## src/rtl/gray_cntr_arbiter.sv

```systemverilog
// Round-robin arbiter that lends one Gray counter to nreq requesters: each grant
// runs a Gray burst of len counts starting at 0, then pulses done with the owner id.
module gray_cntr_arbiter #(
  parameter  int width = 4,
  parameter  int nreq  = 3,
  localparam int IDW   = (nreq > 1) ? $clog2(nreq) : 1
) (
  input  logic                  clk,
  input  logic                  reset,
  input  logic [nreq-1:0]       req,
  input  logic [nreq*width-1:0] len,
  input  logic                  cen,
  output logic [nreq-1:0]       gnt,
  output logic                  busy,
  output logic [width-1:0]      count,
  output logic                  cnt_valid,
  output logic                  done,
  output logic [IDW-1:0]        done_id,
  output logic                  abort
);

  typedef enum logic [1:0] {ST_IDLE, ST_RUN, ST_DONE} state_t;

  state_t           state_q, state_d;
  logic [nreq-1:0]  gnt_q, gnt_d;
  logic             busy_q, busy_d;
  logic [width-1:0] count_q, count_d;
  logic             cnt_valid_q, cnt_valid_d;
  logic             done_q, done_d;
  logic [IDW-1:0]   done_id_q, done_id_d;
  logic             abort_q, abort_d;
  logic [width-1:0] bin_q, bin_d;
  logic [width-1:0] len_q, len_d;
  logic [IDW-1:0]   ptr_q, ptr_d;
  logic [IDW-1:0]   gid_q, gid_d;

  logic [width-1:0] len_arr [nreq];

  for (genvar gi = 0; gi < nreq; gi++) begin : g_len
    assign len_arr[gi] = len[gi*width +: width];
  end

  // Round-robin pick: first set request at or above ptr_q, wrapping to 0.
  logic           win_found;
  logic [IDW-1:0] win_idx;
  logic [IDW-1:0] cand;

  always_comb begin
    win_found = 1'b0;
    win_idx   = '0;
    cand      = '0;
    for (int i = 0; i < nreq; i++) begin
      cand = IDW'((int'(ptr_q) + i) % nreq);
      if (!win_found && req[cand]) begin
        win_found = 1'b1;
        win_idx   = cand;
      end
    end
  end

  logic [nreq-1:0]  win_onehot;
  logic [IDW-1:0]   ptr_after_win;
  logic [width-1:0] last;
  logic [width-1:0] bin_inc;

  always_comb begin
    win_onehot          = '0;
    win_onehot[win_idx] = 1'b1;
    ptr_after_win       = (win_idx == IDW'(nreq - 1)) ? '0 : win_idx + IDW'(1);
    // len_q == 0 wraps to all-ones, giving the full 2**width burst.
    last                = len_q - width'(1);
    bin_inc             = bin_q + width'(1);
  end

  logic end_burst;
  logic end_abort;

  always_comb begin
    end_burst = 1'b0;
    end_abort = 1'b0;
    if (state_q == ST_RUN) begin
      if (!req[gid_q]) begin
        end_burst = 1'b1;
        end_abort = 1'b1;
      end else if (cen && (bin_q == last)) begin
        end_burst = 1'b1;
      end
    end
  end

  always_comb begin
    state_d     = state_q;
    gnt_d       = gnt_q;
    busy_d      = busy_q;
    count_d     = count_q;
    cnt_valid_d = cnt_valid_q;
    done_d      = done_q;
    done_id_d   = done_id_q;
    abort_d     = abort_q;
    bin_d       = bin_q;
    len_d       = len_q;
    ptr_d       = ptr_q;
    gid_d       = gid_q;

    case (state_q)
      ST_IDLE: begin
        if (win_found) begin
          state_d     = ST_RUN;
          gnt_d       = win_onehot;
          busy_d      = 1'b1;
          cnt_valid_d = 1'b1;
          done_d      = 1'b0;
          abort_d     = 1'b0;
          len_d       = len_arr[win_idx];
          bin_d       = '0;
          count_d     = '0;
          ptr_d       = ptr_after_win;
          gid_d       = win_idx;
        end
      end
      ST_RUN: begin
        if (end_burst) begin
          state_d     = ST_DONE;
          gnt_d       = '0;
          cnt_valid_d = 1'b0;
          done_d      = 1'b1;
          abort_d     = end_abort;
          done_id_d   = gid_q;
        end else if (cen) begin
          bin_d   = bin_inc;
          count_d = bin_inc ^ (bin_inc >> 1);
        end
      end
      ST_DONE: begin
        state_d = ST_IDLE;
        busy_d  = 1'b0;
        done_d  = 1'b0;
        abort_d = 1'b0;
        count_d = '0;
      end
      default: begin
        state_d = ST_IDLE;
      end
    endcase
  end

  always_ff @(posedge clk) begin
    if (!reset) begin
      state_q     <= ST_IDLE;
      gnt_q       <= '0;
      busy_q      <= 1'b0;
      count_q     <= '0;
      cnt_valid_q <= 1'b0;
      done_q      <= 1'b0;
      done_id_q   <= '0;
      abort_q     <= 1'b0;
      bin_q       <= '0;
      len_q       <= '0;
      ptr_q       <= '0;
      gid_q       <= '0;
    end else begin
      state_q     <= state_d;
      gnt_q       <= gnt_d;
      busy_q      <= busy_d;
      count_q     <= count_d;
      cnt_valid_q <= cnt_valid_d;
      done_q      <= done_d;
      done_id_q   <= done_id_d;
      abort_q     <= abort_d;
      bin_q       <= bin_d;
      len_q       <= len_d;
      ptr_q       <= ptr_d;
      gid_q       <= gid_d;
    end
  end

  assign gnt       = gnt_q;
  assign busy      = busy_q;
  assign count     = count_q;
  assign cnt_valid = cnt_valid_q;
  assign done      = done_q;
  assign done_id   = done_id_q;
  assign abort     = abort_q;

endmodule

```

## config.mk

```make
export PLATFORM = sky130hd
export DESIGN_NAME = gray_cntr_arbiter
export DESIGN_NICKNAME = d
export VERILOG_FILES = /design/src/rtl/gray_cntr_arbiter.sv
export SDC_FILE = /design/constraint.sdc
export NUM_CORES = 1
export LEC_CHECK = 0
export ABC_CLOCK_PERIOD_IN_PS = 5850
export BUFFER_PORTS_ARGS = -buffer_cell sky130_fd_sc_hd__clkbuf_2
export CAP_MARGIN = 5
export CORE_UTILIZATION = 58
export CTS_CLUSTER_DIAMETER = 120
export DETAILED_ROUTE_END_ITERATION = 8
export GPL_ROUTABILITY_DRIVEN = 0
export PLACE_DENSITY = 0.93
export SYNTH_ARGS = -nofsm -noshare
export SYNTH_HDL_FRONTEND = slang
export SYNTH_SLANG_ARGS = --single-unit
```

## constraint.sdc

```tcl
create_clock -name clk -period 5.85 [get_ports clk]
set_input_delay 0.585 -clock clk [delete_from_list [all_inputs] [get_ports clk]]
set_output_delay 0.585 -clock clk [all_outputs]
set_load 0.02 [all_outputs]
```

# After elaboration in Yosys (flattened, before gate mapping)
# Index checks and enable logic that the tools add are counted.
[word_totals]
n_memories = 0
regBits = 27
ramBits = 0
output_inout_bits = 13
latch_bits = 0
rom_bits = 0
elab_cells = 101
[op_classes]
add_sub_neg = 5
n_reduce_logical = 18
order_cmp = 7
div = 3
eq_ne = 8
bitwise = 2
n_mul = 0
shift = 0
muxes = 46
[ops]
columns = ["op", "count"]
rows = [
  ["$mod A32 B3 Y32 const B", 2],
  ["$mod A3 B3 Y32 const B", 1],
  ["$mux W4", 7],
  ["$mux W1", 17],
  ["$lt A2 B3 Y1 const B", 5],
  ["$mux W2", 6],
  ["$pmux W4 S3", 1],
  ["$bmux W1 S2", 4],
  ["$bmux W4 S2", 1],
  ["$ne A2 B2 Y1 const B", 4],
  ["$pmux W4 S2", 1],
  ["$reduce_and A2 Y1", 4],
  ["$reduce_and A4 Y1", 2],
  ["$mux W3", 2],
  ["$pmux W1 S3", 2],
  ["$pmux W3 S2", 1],
  ["$reduce_and A3 Y1", 2],
  ["$add A4 B1 Y4 const B", 1],
  ["$eq A2 B2 Y1 const B", 2],
  ["$eq A4 B4 Y1", 1],
  ["$logic_and A1 B1 Y1", 4],
  ["$pmux W1 S2", 2],
  ["$pmux W2 S2", 1],
  ["$reduce_bool A2 Y1", 2],
  ["other kinds (13)", 14],
]

# Longest topological paths before layout
[depth]
word_depth = 16
ltp_mapped = 8
mapped_depth_nobuf = 7

# Worst setup path before layout
# OpenSTA, ideal clock, no wires.
[synth_timing]
path_kind = "register to register"
from = "register len_q[0]"
to = "register gnt_q[0] (netlist: gnt[0])"
setup_ps = 115
slack_ps = 3967
t_required_ps = 5735
t_arrival_ps = 1768
stages_incl_launch_ff = 9
period_less_slack_ps = 1883
path_cell_list = "dfxtp_1 inv_1 ha_1 xor2_1 nand3_2 or3_1 buf_6 and4_4 o21a_1"
[synth_between]
elab_chain_len = 8
[synth_lines]
columns = ["element", "line", "text"]
rows = [
  ["start: declaration", "33", "logic [width-1:0] len_q, len_d;"],
  ["start signal: assignment", "171", "len_q <= len_d;"],
  ["$sub A4 B1 Y4", "71", "last = len_q - width'(1);"],
  ["$eq A4 B4 Y1", "85", "end else if (cen && (bin_q == last)) begin"],
  ["$logic_and A1 B1 Y1", "85", ""],
  ["$mux W1", "85", ""],
  ["$mux W1", "82", "if (!req[gid_q]) begin"],
  ["$mux W1", "81", "if (state_q == ST_RUN) begin"],
  ["$ne A2 B2 Y1 (no source line)", "n/a", ""],
  ["$reduce_and A3 Y1 (no source line)", "n/a", ""],
  ["end signal: assignment", "163", "gnt_q <= gnt_d;"],
  ["end: declaration", "25", "logic [nreq-1:0] gnt_q, gnt_d;"],
]
# No other way between the ends.
# A chain may end at the register's enable or synchronous reset.

# Final worst setup path
[layout_timing]
from = "register ptr_q[1]"
to = "register gid_q[1]"
[layout_between]
elab_chain_len = 11
[layout_lines]
columns = ["element", "line", "text"]
rows = [
  ["start: declaration", "34", "logic [IDW-1:0] ptr_q, ptr_d;"],
  ["start signal: assignment", "172", "ptr_q <= ptr_d;"],
  ["parallel branches: the longest is 11 deep, another holds $mod A32 B3 Y32", "n/a", ""],
  ["end signal: assignment", "173", "gid_q <= gid_d;"],
  ["end: declaration", "35", "logic [IDW-1:0] gid_q, gid_d;"],
]
# Several ways; the timed one is not identified. The select of a mux whose other input is x is not followed.

==> impl_metrics.py <==
metrics = {
    "outcome": {
        "status": "finished clean",
    },
    "route": {
        "routed_wl_um": 3285,
        "dr_total_vias": 1433,
        "avgRoutedWirePerCell_um": 13.74,
        "postRouteAntennaNets": 0,
        "drtPass1Iterations": 4,
        "avgViaCountPerCell": 5.996,
        "drtIter0Drc": 35,
        "drc_errors": 0,
    },
    "worst_setup_path": {
        "cp_data_arrival_time_ns": 2.81,
        "cp.buffers_inverters": 1,
        "critical_path.top_delay_family": "simple AND/OR/NAND/NOR gates",
        "reg2reg_from": "ptr_q[1]",
        "critical_path_class": "reg -> reg",
        "start_kind": "register",
        "crit_cells": 7,
        "cp_cell_sequence": "inv_1 > ha_1 > o21bai_1 > a31oi_1 > nand4_1 > or2_2 > a21oi_1",
        "reg2regPathDepth": 7,
        "rrSetupSlack_ns": 3.30,
        "path_max_fanout": 17,
        "worstSetupEndpoint": "gid_q[1]",
        "reg2reg_to": "gid_q[1]",
        "worstPathRequired_ns": 6.11,
        "cp_slowest_cell": "nand4_1",
        "slowest_delay_ns": 0.58,
        "cp-end-kind": "register",
        "cp-startpoint": "ptr_q[1]",
    },
    "synth": {
        "syn_nets": 205,
        "yosysWarningCount": 0,
        "synthAdderAreaFrac_pct": 3.236,
        "ys_seq_area_share_pct": 34.95,
        "synth.distinct_cells": 44,
        "synth_compound_area_share_pct": 27.35,
        "muxShareOfSynthArea_pct": 0.6472,
        "synthArstFlopShare_pct": 0,
        "yosys.area_share.simple_pct": 20.31,
        "synth_area_leaders": "dfxtp_1, a21oi_1, o211ai_1",
        "synth_top_family_by_area": "compound AO/OA/AOI/OAI gates",
        "syn-cell-area_um2": 1546,
        "synth_cells": 183,
        "synth_xor_area_share_pct": 7.605,
        "ys_seq_elements": 27,
        "synthFlopType": "dfxtp_1",
        "synth_edf_count": 0,
        "syn-mean-instance-area_um2": 8.451,
        "synth_top_area_share_pct": 34.95,
        "yosysTopAreaCell": "dfxtp_1",
    },
    "layout": {
        "n_fill_cell": 213,
        "fin_nets": 232,
        "n_antenna_cell": 0,
        "mostFrequentLayoutCells": "clkbuf_2, dfxtp_1, a21oi_1",
        "seqCellArea_um2": 540.5,
        "multi_input_area_um2": 914.6,
        "syn_to_final_growth_pct": 10.60,
        "drive_above_1_share_pct": 19.14,
        "layout_commonest_cell": "clkbuf_2",
    },
    "timing": {
        "setup_ws_ns": 3.300,
        "tns_ns": 0,
        "grt_setup_unrepaired": "false",
        "hold_violations": 0,
        "hold_ws_ns": 0.4624,
        "fin_crit_ns": 2.550,
        "drv_slew": 0,
        "worst_clock_skew_ns": 0.005657,
        "worstMarginPinSlew_ns": 0.6458,
        "min_period_over_period_pct": 43.59,
        "max_freq_ghz": 0.3921,
        "finalSetupViolCount": 0,
        "slew_headroom_pct": 56.82,
    },
    "clock_network": {
        "htreeDepth": 1,
        "clk_pin_slew_ns": 0.14,
        "cts_tree": "yes",
        "cts-root-buf": "clkbuf_4",
        "clk_latency_ns": 0.32,
        "post-cts-setup-buffers": 0,
        "ctsHoldBuffers": 0,
        "cts_resized": 0,
        "clock_path_buffers": 2,
        "cts_sinks": 27,
        "cts_buffers": 3,
    },
    "die": {
        "pin_count": 31,
        "die_x_um": 53.64,
        "start_util_pct": 61.86,
        "die-height_um": 53.64,
        "core_area_um2": 2500,
        "fp.dieArea_um2": 2877,
        "rows": 18,
    },
    "pwr": {
        "switchingPower_w": 0.0003205,
        "clkPwrFrac_pct": 11.1,
        "combPwrFrac_pct": 51.9,
        "max-vdd-ir-drop_uv": 323.3,
        "seq_power_share_pct": 37.0,
        "p_sw_share_pct": 44.23,
        "powerDensity_nw_per_um2": 423.7,
        "leakage_nw": 0.6622,
        "p_int_w": 0.0004041,
    },
    "placed_design": {
        "io_buffers": 30,
        "hpwlAfterDp_um": 2495,
        "post-place-ws_ns": 3.351,
    },
    "global_routing": {
        "antenna_found_initial": 0,
        "grt_pass1_vias": 1266,
        "grt_max_degree": 20,
        "grt_overflow_total": 0,
        "grt_pass1_wl_um": 5471,
        "grt_use_total_pct": 25.99,
    },
    "job": {
        "cap_violations": 0,
    },
    "hold_path": {
        "hp-start": "abort",
        "hp-class": "reg -> reg",
    },
}
==> stage by stage <==
step	std cells	power, W	util (%)	instance area, um^2
6_report	239	0.0007246	68.42	1710
5_1_grt	239	0.0007848	68.42	1710
4_1_cts	239	0.0007256	68.42	1710
3_5_place_dp	235	0.0006458	67.37	1684
3_3_place_gp	235	0.0006360	67.37	1684
2_1_floorplan	183	0.0005741	-	1546
==> cells in the mapped netlist, drive strengths merged (6+ instances only) <==
master	instances
nor2	11
buf	7
inv	10
nand3	10
xnor2	6
o211ai	10
nand2	12
dfxtp	27
o21a	6
o21ai	12
nand2b	8
a21oi	17
==> area by class of cell <==
class | instances | area share, %
clock buffer | 4 | 1.536
inverter | 11 | 2.414
multi-input combinational | 137 | 53.47
sequential | 27 | 31.60
tap | 30 | 2.195
timing repair buffer | 30 | 8.778
==> sequential cells by signal, summed over array words and instances, names as in the netlist, 2 cells and up <==
name,flops
state_q,2
len_q,4
gid_q,2
done_id,2
bin_q,4
ptr_q,2
count,4
gnt,3
==> power groups by stage <==
| stage | sequential (W) | combinational, W | clock [W] |
|---|---|---|---|
| 2_1_floorplan | 0.000284 | 0.000290 | 0 |
| 3_3_place_gp | 0.000270 | 0.000366 | 0 |
| 3_5_place_dp | 0.000272 | 0.000374 | 0 |
| 4_1_cts | 0.000268 | 0.000375 | 0.0000824 |
| 5_1_grt | 0.000274 | 0.000421 | 0.0000899 |
| 6_report | 0.000268 | 0.000376 | 0.0000805 |
==> cells by family (layout without fill, tap and decap cells) <==
logic type      count (synthesis)  count (layout)
mux                             1               1
compound gates                 64              64
flops                          27              27
simple gates                   57              57
buf+inv                        19              45
fa+ha+maj                       4               4
xor+xnor                       11              11
==> tightest hold or removal path, cell delays in order (launching register included) <==
cell,delay (ns)
dfxtp_1,0.33
nand2_1,0.05
a21oi_1,0.05
==> routing by layer <==
metal	vias up	share of wire (%)	GRT usage, %
met5	-	0	0
met4	0	0.43	5.263
met3	2	4.6	5.085
met2	31	48	45.00
met1	674	46	33.33
li1	726	-	-
==> worst min-delay path by stage <==
stage          cells after the start       end  slack [ns]
3_3_place_gp                       2     abort        0.44
4_1_cts                            2     abort        0.47
2_1_floorplan                      2  ptr_q[1]        0.45
3_5_place_dp                       2     abort        0.45
5_1_grt                            2  count[3]        0.51
6_report                           2     abort        0.46
No activity file was read; power rests on OpenSTA's default activity.
